===== config.mk =====
export PLATFORM = sky130hd
export DESIGN_NAME = pc_sequencer
export DESIGN_NICKNAME = d
export VERILOG_FILES = /design/src/rtl/pc_sequencer.sv
export SDC_FILE = /design/constraint.sdc
export NUM_CORES = 1
export LEC_CHECK = 0
export BUFFER_PORTS_ARGS = -buffer_cell sky130_fd_sc_hd__buf_4
export CAP_MARGIN = 10
export CORE_ASPECT_RATIO = 1.25
export CORE_MARGIN = 4
export CORE_UTILIZATION = 60
export CTS_BUF_LIST = sky130_fd_sc_hd__clkbuf_4 sky130_fd_sc_hd__clkbuf_8 sky130_fd_sc_hd__clkbuf_16
export CTS_CLUSTER_DIAMETER = 80
export DETAILED_ROUTE_END_ITERATION = 8
export PLACE_DENSITY = 0.81
export REMOVE_ABC_BUFFERS = 1
export SLEW_MARGIN = 5
export SYNTH_ARGS = -nofsm -noshare
export SYNTH_HDL_FRONTEND = slang
export SYNTH_SLANG_ARGS = --single-unit

===== constraint.sdc =====
create_clock -name clk -period 6.06 [get_ports clk]
set_clock_uncertainty 0.15 [all_clocks]
set_input_delay 0.606 -clock clk [delete_from_list [all_inputs] [get_ports clk]]
set_output_delay 0.606 -clock clk [all_outputs]
set_load 0.03 [all_outputs]

===== src/rtl/pc_sequencer.sv =====
// Program counter sequencer: increment, branch, jump, call/return via a
// circular return-address stack, and trap vectoring with a fetch handshake.
module pc_sequencer #(
   parameter int unsigned    N         = 32,
   parameter logic [N-1:0]   RESET_VEC = '0,
   parameter logic [31:0]    TRAP_VEC  = 32'h0000_0080,
   parameter int unsigned    INC       = 4,
   parameter int unsigned    RAS_DEPTH = 4
) (
   input  logic         clk,
   input  logic         rst,
   input  logic         fetch_ready,
   input  logic         stall,
   input  logic         trap,
   input  logic         ret,
   input  logic         call,
   input  logic         jump_en,
   input  logic [N-1:0] jump_target,
   input  logic         branch_en,
   input  logic [N-1:0] branch_off,
   output logic [N-1:0] pc,
   output logic         pc_valid,
   output logic         ras_empty,
   output logic         ras_full,
   output logic         ras_underflow
);

   localparam int unsigned PW = $clog2(RAS_DEPTH);
   localparam int unsigned CW = PW + 1;
   localparam logic [N-1:0] TRAP_PC = N'(TRAP_VEC);
   localparam logic [N-1:0] INC_N   = N'(INC);
   localparam logic [CW-1:0] CNT_MAX = CW'(RAS_DEPTH);

   typedef enum logic [1:0] {
      S_BOOT,
      S_RUN,
      S_TRAP_BUB
   } state_e;

   state_e         state_q, state_d;
   logic [N-1:0]   pc_q, pc_d;
   logic [CW-1:0]  cnt_q, cnt_d;
   logic [PW-1:0]  tp_q, tp_d;
   logic           uf_q, uf_d;
   logic [N-1:0]   ras_q [RAS_DEPTH];
   logic [N-1:0]   ras_d [RAS_DEPTH];

   logic [N-1:0]   pc_inc;
   logic [PW-1:0]  tp_m1;
   logic           empty;
   logic           full;

   assign pc_inc = pc_q + INC_N;
   assign tp_m1  = tp_q - PW'(1);
   assign empty  = (cnt_q == '0);
   assign full   = (cnt_q == CNT_MAX);

   // tp_q names the next free slot; the top entry sits just below it
   always_comb begin
      state_d = state_q;
      pc_d    = pc_q;
      cnt_d   = cnt_q;
      tp_d    = tp_q;
      uf_d    = uf_q;
      ras_d   = ras_q;
      unique case (state_q)
         S_BOOT,
         S_TRAP_BUB: state_d = S_RUN;
         S_RUN: begin
            if (trap) begin
               pc_d    = TRAP_PC;
               state_d = S_TRAP_BUB;
            end else if (ret) begin
               if (empty) begin
                  pc_d    = TRAP_PC;
                  uf_d    = 1'b1;
                  state_d = S_TRAP_BUB;
               end else begin
                  pc_d  = ras_q[tp_m1];
                  tp_d  = tp_m1;
                  cnt_d = cnt_q - CW'(1);
               end
            end else if (call) begin
               ras_d[tp_q] = pc_inc;
               tp_d        = tp_q + PW'(1);
               if (!full) cnt_d = cnt_q + CW'(1);
               pc_d        = jump_target;
            end else if (jump_en) begin
               pc_d = jump_target;
            end else if (branch_en) begin
               pc_d = pc_q + branch_off;
            end else if (stall) begin
               pc_d = pc_q;
            end else if (fetch_ready) begin
               pc_d = pc_inc;
            end
         end
         default: state_d = S_BOOT;
      endcase
   end

   always_ff @(posedge clk) begin
      if (!rst) begin
         state_q <= S_BOOT;
         pc_q    <= RESET_VEC;
         cnt_q   <= '0;
         tp_q    <= '0;
         uf_q    <= 1'b0;
         for (int i = 0; i < RAS_DEPTH; i++) ras_q[i] <= '0;
      end else begin
         state_q <= state_d;
         pc_q    <= pc_d;
         cnt_q   <= cnt_d;
         tp_q    <= tp_d;
         uf_q    <= uf_d;
         ras_q   <= ras_d;
      end
   end

   assign pc            = pc_q;
   assign pc_valid      = (state_q == S_RUN);
   assign ras_empty     = empty;
   assign ras_full      = full;
   assign ras_underflow = uf_q;

endmodule


## Yosys cells after proc, flatten, opt, wreduce, memory -nomap -nowiden

Index checks and enable logic that the tools add are counted.
W data, S select, Z words.

- Register bits: 168
- Input port bits: 73
- Output and inout port bits: 36
- Logic and storage cells: 67

- Add/subtract/negate cells: 6
- Order comparisons: 3
- Equality and inequality tests: 8
- Muxes and demuxes: 25
- Bitwise operators: 4
- Reduce and logical (&&, ||, !) cells: 12

Operators by type and width:

| operator | number |
|---|---|
| $mux W32 | 11 |
| $bwmux W128 | 1 |
| $bmux W32 S2 | 1 |
| $demux W32 S2 | 1 |
| $add A32 B3 Y32 const B | 1 |
| $add A32 B32 Y32 | 1 |
| $mux W2 | 6 |
| $mux W3 | 4 |
| $reduce_and A4 Y1 | 3 |
| $ge A3 B3 Y1 const B | 2 |
| $ne A6 B1 Y1 const B | 1 |
| $not A2 Y3 | 2 |
| $reduce_bool A6 Y1 | 1 |
| $reduce_and A5 Y1 | 1 |
| $ne A2 B2 Y1 const B | 2 |
| $pmux W2 S2 | 1 |
| $add A3 B1 Y3 const B | 1 |
| $eq A3 B3 Y1 const B | 1 |
| $logic_not A3 Y1 | 1 |
| $lt A3 B1 Y1 const B | 1 |
| $ne A3 B2 Y1 const B | 1 |
| $ne A3 B3 Y1 const B | 1 |
| $reduce_and A3 Y1 | 1 |
| $sub A3 B1 Y3 const B | 1 |
| 10 further kinds | 11 |

## Longest topological paths before layout

Gate-level depths: netlist of the first run.

- Depth after elaboration: 8
- Gate-level depth with buffers: 12
- Depth with buffers taken out: 11

## Worst setup path before layout of the first run

No wires, ideal clock.

- Path type: register to register
- Start: register tp_q[0]
- End: register pc_q[11], in the netlist pc[11]
- Setup time: 0.136 ns
- Arrival: 3.155 ns
- Data required time: 5.774 ns
- Setup slack: 2.619 ns
- Stages on the path, launching flop included: 12
- Path buffers: 5
- Period minus slack after synthesis: 3.441 ns
- Cells stage by stage: dfxtp_1 -> clkbuf_1 -> clkbuf_1 -> inv_1 -> ha_1 -> clkbuf_1 -> buf_2 -> clkbuf_1 -> mux4_2 -> and3_1 -> a21oi_1 -> o32ai_1

- Word-level cells in the longest chain between the ends: 8

Ends and longest elaborated chain:

| what | RTL line | RTL |
|---|---|---|
| from (decl) | 43 | `logic [PW-1:0] tp_q, tp_d;` |
| from (signal assigned) | 114 | `tp_q <= tp_d;` |
| $sub A2 B1 Y2 | 54 | `assign tp_m1 = tp_q - PW'(1);` |
| named net tp_m1[0] | 49 | `logic [PW-1:0] tp_m1;` |
| $not A2 Y3 (not written as such) | 79 | `pc_d = ras_q[tp_m1];` |
| $bmux W32 S2 | 79 |  |
| $mux W32 (not written as such) (2 in series) | 79 |  |
| $mux W32 | 74 | `if (empty) begin` |
| $mux W32 | 73 | `end else if (ret) begin` |
| $mux W32 | 70 | `if (trap) begin` |
| to (signal assigned) | 112 | `pc_q <= pc_d;` |
| to (decl) | 41 | `logic [N-1:0] pc_q, pc_d;` |

The timed path passes the listed nets, and every way through them passes these cells. The select of a mux whose other input is x is not followed.
A chain may end at the register's enable or synchronous reset.

## Final worst setup path of the first run

- Start: register pc_q[0], in the netlist pc[0]
- End: register pc_q[20], in the netlist pc[20]

- Word-level cells in the longest chain between the ends: 8
- Elaborated cells between the ends (all ways): 9
- Those cells by class: add/sub: 2; mux: 7

Ends and longest elaborated chain:

| what | RTL line | RTL |
|---|---|---|
| $add A32 B3 Y32 | 53 | `assign pc_inc = pc_q + INC_N;` |
| $mux W32 | 94 | `end else if (fetch_ready) begin` |
| $mux W32 | 92 | `end else if (stall) begin` |
| $mux W32 (*) | 90 | `end else if (branch_en) begin` |
| $mux W32 (*) | 88 | `end else if (jump_en) begin` |
| $mux W32 (*) | 83 | `end else if (call) begin` |
| $mux W32 (*) | 73 |  |
| $mux W32 (*) | 70 |  |

Every way passes the cells marked *; elsewhere a longest branch is shown, timed or not. The select of a mux whose other input is x is not followed.

==> out/metrics.cfg, run 1 <==
[outcome]
status=finished clean

[drt]
drc=0
first_pass_iters=6
ant_nets=0
detail_route.wl_per_cell_um=20.5
totalWireLength_um=29200
viasPerCell=6.58
via_count=9393
drt_iter0_markers=901

[global_route]
antenna_found_initial=0
grt_pass1_vias=9022
grt_max_degree=59
grt_use_total=0.321
grt_pass1_wl_um=46400
grt_overflow=0

[timing]
min_period_over_period=0.575
drv_slew=0
finalSetupViolations=0
tns_ns=0
rsz0062_at_grt=false
finalHoldViolations=0
max_freq_mhz=287
slew_headroom=0.432
worstMarginPinSlew_ns=0.848
finalCriticalPeriod_ns=3.49

[power_and_ir_drop]
ir_drop_mv=0.178
p_leak_nw=4.21
p_per_area_mw_per_mm2=249
p_total_w=0.00279

[cts]
h-tree-depth=4
cts_setup_buffers=0
cts.sinks=168
clock_path_buffers=2
cts_buffers=17
postCtsHoldBufs=0
cts-resized-gates=0
clockRootBuffer=clkbuf_16
path_clk_slew_ns=0.07
insertion_delay_ns=0.44
cts_tree=done

[floorplan]
die_h_um=151
ios=109
die-area_mm2=0.0184
die_w_um=122
initial_core_util=0.620
rows=51
core_area_mm2=0.0158

[logic_synthesis]
ys_types=71
synth.cell_area_mm2=0.00977
yosysWarnings=0
postSynth.asyncResetShare=0
seq_area_frac_synth=0.344
ys_seq_elements=168
synth_flop_cell=dfxtp_1
synth_edf_count=0
synth.avg_cell_area_um2=8.45
synth_cells=1156

[final_layout]
final_nets=1314
final_layout_size_suffix_gt1_frac=0.172
area_growth_syn_to_layout_pct=14.6
final_cells=1428
diodes=0
fillers=1244
post-route-util=0.710

[worst_setup_path]
crit_type=reg2reg
startpoint=pc[0]
crit_required_ns=6.28
start_kind=register
r2r-end=pc[20]
r2r-start=pc[0]
cp.arrival_ns=3.71
worstPathMaxFanout=7
end_kind=register
reg2reg_depth=11
worst-r2r-setup-slack_ns=2.57

[placement]
hpwl_um=19500
routabilityCongestion=0.978
port-buffer-count=108
dp.cells=1396

[min_path]
min_path_cells=1
hp-class=reg2reg
whs_endpoint=state_q[0]
hold_start=state_q[0]

[run]
drv_cap=0

[where the power goes]
group	internal, W	leakage [nW]	switching (W)
clock	0.000631	0.293	0.000498
combinational	0.000190	2.56	0.000300
sequential	0.00113	1.36	0.0000412
[worst max path at each step]
stage          endpoint  slack, ns  cells after the start
6_report         pc[20]       2.57                     11
3_3_place_gp     pc[20]       2.51                     12
3_5_place_dp     pc[20]       2.46                     12
5_1_grt          pc[20]       2.34                     11
4_1_cts          pc[20]       2.63                     11
2_1_floorplan    pc[27]       1.72                      6
[worst max-delay path: stages (launching register included)]
cell       delay, ns
dfxtp_1         0.46
ha_1            0.22
inv_1           0.06
fa_1            0.42
nor2b_1         0.18
o2111ai_1       0.20
nand2_1         0.28
a2111oi_0       0.16
o21ai_0         0.33
a221oi_1        0.14
or4b_2          0.65
a31oi_1         0.18
[synth_stat cells (all sizes together), types with 21 or more instances]
| master | number | share of area |
|---|---|---|
| and3 | 23 | 0.015 |
| a211oi | 128 | 0.10 |
| nand3 | 25 | 0.013 |
| clkbuf | 77 | 0.030 |
| a21oi | 77 | 0.039 |
| nor2 | 191 | 0.073 |
| mux4 | 32 | 0.074 |
| ha | 36 | 0.046 |
| o21ai | 40 | 0.021 |
| a21o | 22 | 0.017 |
| inv | 21 | 0.0081 |
| dfxtp | 168 | 0.34 |
| nand2 | 73 | 0.028 |
| xnor2 | 31 | 0.028 |
[registers in the layout, indices dropped and copies added (netlist names)]
register and count:
state_q 2, ras_underflow 1, ras_q 128, pc 32, tp_q 2, cnt_q 3
[stage by stage]
step / cell area (um^2) / hold slack, ns / setup WS (ns)
2_1_floorplan: 9400 / 0.259 / 1.72
3_3_place_gp: 10600 / 0.276 / 2.51
3_5_place_dp: 10600 / 0.274 / 2.46
4_1_cts: 11200 / 0.289 / 2.63
5_1_grt: 11200 / 0.308 / 2.34
6_report: 11200 / 0.286 / 2.57
[placed cells by master, fill, tap and decap left out, types with 15 or more instances in the layout]
cell         n
nand2_1     73
clkbuf_16   17
mux4_2      32
xor2_1      19
and3_1      23
nor2_1     190
nor3_1      15
buf_4      121
a21oi_1     77
o21ai_0     38
inv_1       20
a211oi_1   127
a21o_1      22
nand3_1     25
xnor2_1     31
ha_1        35
dfxtp_1    167
[per-layer routing]
metal,part of all wire,routed length (um),vias up,global-route usage
li1,-,-,4367,-
met1,0.40,11700,4378,0.409
met2,0.47,13800,548,0.532
met3,0.086,2510,100,0.0564
met4,0.041,1200,0,0.145
met5,0,0,-,0
[area by class of cell]
cell class / instances / area, um^2 / share of cell area
Clock inverter: 14 / 163 / 0.0145
Sequential cell: 168 / 3360 / 0.301
Tap cell: 212 / 265 / 0.0237
Inverter: 21 / 81.3 / 0.00726
Multi-Input combinational cell: 874 / 5970 / 0.534
Timing Repair Buffer: 121 / 908 / 0.0811
Clock buffer: 18 / 439 / 0.0392
[cell families (layout without fill, tap and decap cells)]
family          count (synthesis)  in the layout  synth area share
buf+inv                       114            174            0.0460
flops                         168            168             0.344
fa+ha+maj                      38             38            0.0502
compound gates                358            358             0.254
xor+xnor                       50             50            0.0448
mux                            36             36            0.0779
simple gates                  392            392             0.183
(Power assumes the default switching activity.)
==> run 2, diff against run 1 <==
- CORE_UTILIZATION: 60 -> 54
- PLACE_DENSITY: 0.81 -> 0.77
- clock period: 6.06 -> 2.9 ns (I/O delays scaled with it)
==> run 2 against run 1 <==
Net effect:
- via count increased by 3.0%
- clock power rose by 94%
- non-clock buffer count increased by 89
- worst setup slack worse by 2.5 ns
- maximum frequency rose by 23%
- final cell count increased by 7.1%
- sequential share of layout area decreased by 1.8 points
- first-iteration DRC count up 2.2%
- core utilization decreased by 3.4 points
- critical path type unchanged
- largest cell class unchanged
- largest power group unchanged
==> out/metrics.cfg, run 2 (same netlist as run 1, synthesis figures left out) <==
[outcome]
status=finished clean

[global_route]
grt_max_degree=91
grt_overflow=0
grt_pass1_wl_um=49100
grt_use_total=0.306
antenna_found_initial=0
grt_pass1_vias=9416

[drt]
first_pass_iters=6
detail_route.wl_per_cell_um=20.1
ant_nets=0
via_count=9675
drc=0
viasPerCell=6.33
totalWireLength_um=30700
drt_iter0_markers=921

[cts]
cts_tree=done
clock_path_buffers=2
path_clk_slew_ns=0.07
insertion_delay_ns=0.44
cts.sinks=168
h-tree-depth=4
cts_buffers=17
clockRootBuffer=clkbuf_16

[final_layout]
layout_commonest_cell=buf_4
final_layout_size_suffix_gt1_frac=0.234
area_growth_syn_to_layout_pct=22.2
seqCellArea_mm2=0.00337
top_register=ras_q
largest_register_ffs=128
layout_common_cells=buf_4, nor2_1, dfxtp_1
fillers=1492
multi_input_area_mm2=0.00602
final_nets=1403
diodes=0

[worst_setup_path]
max_stage_delay_ns=0.46
start_kind=register
slowest_stage=or4b_4
cp.arrival_ns=3.05
end_kind=register
crit_required_ns=3.13
crit_type=reg2reg
worstPathMaxFanout=5
cp_cell_sequence=ha_1 -> and2_4 -> a221o_1 -> a22o_1 -> a211oi_4 -> o31ai_2 -> nand3_1 -> or4b_4 -> a21oi_2

[placement]
port-buffer-count=108
routabilityCongestion=0.966
hpwl_um=22000

[floorplan]
die_h_um=158
core_area_mm2=0.0176
die_w_um=128
ios=109
die-area_mm2=0.0203
initial_core_util=0.554
rows=54

[timing]
finalHoldViolations=0
finalSetupViolations=0
min_period_over_period=0.973
finalCriticalPeriod_ns=2.82
tns_ns=0
slew_headroom=0.393
worstMarginPinSlew_ns=0.907
rsz0062_at_grt=true
max_freq_mhz=354
drv_slew=0

[power_and_ir_drop]
p_per_area_mw_per_mm2=487
ir_drop_mv=0.411
p_total_w=0.00582
p_leak_nw=4.65

[min_path]
hp-class=in2reg

[run]
drv_cap=0

-- run 2: power breakdown --
part | internal (W) | total, W | switching, W
Clock | 0.00115 | 0.00219 | 0.00104
Combinational | 0.000508 | 0.00122 | 0.000708
Sequential | 0.00236 | 0.00241 | 0.0000485
Total | 0.00402 | 0.00582 | 0.00179
-- run 2: final cells by class --
cell class,count,share of cell area
well taps,224,0.0235
clock buffers,19,0.0374
multi-input cells,874,0.505
clock inverters,13,0.00923
inverters,21,0.00682
flip-flops and latches,168,0.282
repair buffers,210,0.136
-- run 2: metrics by stage --
step | cells | area [um^2] | utilization | hold slack [ns] | worst slack (ns)
after global routing | 1529 | 11900 | 0.677 | 0.0569 | -0.0365
after floorplan | 1063 | 9400 | - | 0.258 | -1.44
final | 1529 | 11900 | 0.677 | 0.0471 | 0.0773
after detailed placement | 1491 | 11300 | 0.639 | 0.277 | -0.175
after global placement | 1491 | 11300 | 0.639 | 0.272 | -0.116
after CTS | 1529 | 11900 | 0.674 | 0.0306 | 0.0220
-- run 2: worst max-delay path: cells and delay by family (launching register included) --
kind                     cells  cell delay, ns
AO/OA/AOI/OAI                5            1.23
adder cells (fa/ha/maj)      1            0.29
AND/OR/NAND/NOR              3            0.71
flip-flops                   1            0.39
-- run 2: what timing repair did --
action	4_1_cts	5_1_grt
setup buffers	3	0
pin swaps	3	4
endpoints found under the setup margin	2	12
resized for setup	4	13
hold buffers	3	0
hold endpoints to repair	3	0
-- run 2: worst paths after layout --
path,from,to,slack (ns),cells past startpoint
worst min-delay path,jump_target[25],pc[25],0.05,3
worst min register to register,state_q[0],state_q[0],0.29,1
worst max register to register,pc[9],pc[28],0.08,9
worst max-delay path,pc[9],pc[28],0.08,9
-- run 2: metal layers --
| layer | global-route usage | share of wire | up-vias |
|---|---|---|---|
| li1 | - | - | 4547 |
| met1 | 0.391 | 0.40 | 4575 |
| met2 | 0.513 | 0.48 | 457 |
| met3 | 0.0577 | 0.081 | 96 |
| met4 | 0.120 | 0.036 | 0 |
| met5 | 0 | 0 | - |
==> run 3, diff against run 2 <==
==> constraint.sdc (replaced) <==
create_clock -name clk -period 2.9 [get_ports clk]
set_clock_uncertainty 0.15 [all_clocks]
set_input_delay 0.87 -clock clk [delete_from_list [all_inputs] [get_ports clk]]
set_output_delay 0.87 -clock clk [all_outputs]
set_load 0.03 [all_outputs]
==> run 3 against run 2 <==
Net effect:
- critical path depth is 4 higher
- clock power hardly changed
- cell area up 6.1%
- highest routed layer unchanged
- the flow now finishes with violations (setup timing)
- maximum frequency down 4.7%
- sequential power is essentially flat
- final cell count rose by 4.0%
- clock-buffer cell count is the same
- via count rose by 2.3%
- combinational power grew 11%
- power rose by 2.4%
- non-clock buffer count up 61
- largest power group unchanged
==> out/metrics.cfg, run 3 (same netlist as run 1, synthesis figures left out) <==
[placement]
port-buffer-count=108
hpwl_um=23000
pre_cts_slack_ns=-0.717
routabilityCongestion=0.988

[drt]
drc=0
viasPerCell=6.22
ant_nets=0
totalWireLength_um=31800
detail_route.wl_per_cell_um=20.0
via_count=9895
first_pass_iters=5
drt_iter0_markers=969

[outcome]
violations=setup timing
status=complete, but fails checks

[timing]
finalCriticalPeriod_ns=2.96
min_period_over_period=1.02
finalSetupViolations=2
hold_ws_ns=0.282
finalHoldViolations=0
setup_ws_ns=-0.0625
max_freq_mhz=338
worstMarginPinSlew_ns=0.944
slew_headroom=0.368
rsz0062_at_grt=true
tns_ns=-0.0749
drv_slew=0

[worst_setup_path]
timing.critical_path.max_delay_family=simple AND/OR/NAND/NOR gates
cp.arrival_ns=3.18
end_kind=register
cp_cell_sequence=buf_6 -> ha_4 -> inv_2 -> fa_2 -> nor2b_4 -> o2111ai_4 -> nand2_2 -> buf_6 -> a211oi_4 -> o31ai_2 -> a21oi_1 -> or4b_4 -> a21oi_2
crit_required_ns=3.12
max_stage_delay_ns=0.52
critPathBufInv=3
crit_path_frequent_cell=buf_6
crit_type=in2reg
start_kind=input pin
slowest_stage=or4b_4
worst-r2r-setup-slack_ns=0.04
worstPathMaxFanout=5

[power_and_ir_drop]
ir_drop_mv=0.296
p_total_w=0.00595
p_leak_nw=4.97
p_per_area_mw_per_mm2=470

[cts]
path_clk_slew_ns=0.07
cts.sinks=168
insertion_delay_ns=0.44
cts_tree=done
clockRootBuffer=clkbuf_16
cts_buffers=17
clock_path_buffers=2
h-tree-depth=4

[final_layout]
final_layout_size_suffix_gt1_frac=0.285
diodes=0
top_register=ras_q
layout_commonest_cell=buf_4
largest_register_ffs=128
fillers=1338
area_growth_syn_to_layout_pct=29.6
final_nets=1464
layout_common_cells=buf_4, nor2_1, dfxtp_1
post-route-util=0.718

[floorplan]
die_w_um=128
die-area_mm2=0.0203
core_area_mm2=0.0176
rows=54
initial_core_util=0.554
die_h_um=158
ios=109

[min_path]
hp-class=reg2reg

[global_route]
grt_overflow=0
grt_use_total=0.314
antenna_found_initial=1
grt_pass1_wl_um=50400
grt_pass1_vias=9678
grt_max_degree=60

[run]
drv_cap=0

## run 3: changes by cell type in the layout (fill, tap and decap cells not counted), moves of 3 or more
cell | before | now
buf_4 | 204 | 254
buf_12 | 3 | 11
ha_1 | 34 | 27
buf_6 | 0 | 6
ha_4 | 1 | 6
clkinvlp_4 | 1 | 5
inv_6 | 5 | 1
dlygate4sd3_1 | 3 | 0
o21ai_0 | 35 | 32
## run 3: cell type report
cell class | instances | area (um^2) | area share
timing repair buffer | 271 | 2190 | 0.173
clock buffer | 19 | 447 | 0.0353
sequential | 168 | 3360 | 0.266
multi-input combinational | 874 | 6170 | 0.488
clock inverter | 13 | 115 | 0.00910
inverter | 21 | 81.3 | 0.00643
tap | 224 | 280 | 0.0221
## run 3: path summary, 6_finish.rpt
path | end | startpoint | cells past startpoint
max | pc[28] | branch_off[0] | 13
min | state_q[0] | state_q[0] | 1
max reg2reg | pc[28] | pc[0] | 12
min reg2reg | state_q[0] | state_q[0] | 1
## run 3: what timing repair did
| action | 4_1_cts | 5_1_grt |
|---|---|---|
| endpoints found under the hold margin | 0 | 0 |
| endpoints found under the setup margin | 11 | 17 |
| hold buffers | 0 | 0 |
| pin swaps | 12 | 33 |
| gates resized for setup | 17 | 33 |
| setup buffers | 2 | 4 |
## run 3: power by group
group          leakage, nW  internal, W  switching, W
combinational         3.35     0.000605      0.000746
clock                0.261      0.00115       0.00104
sequential            1.36      0.00236     0.0000550
total                 4.97      0.00412       0.00184
## run 3: through the flow
step	cells	area [um^2]
after CTS	1586	12500
after detailed placement	1553	11800
after floorplan	1063	9400
after global placement	1553	11800
final	1590	12700
after global routing	1590	12700
## run 3: layer usage
layer / share of wire / global-route usage / up-vias
li1: - / - / 4666
met1: 0.39 / 0.391 / 4648
met2: 0.49 / 0.531 / 486
met3: 0.082 / 0.0564 / 95
met4: 0.042 / 0.142 / 0
met5: 0 / 0 / -
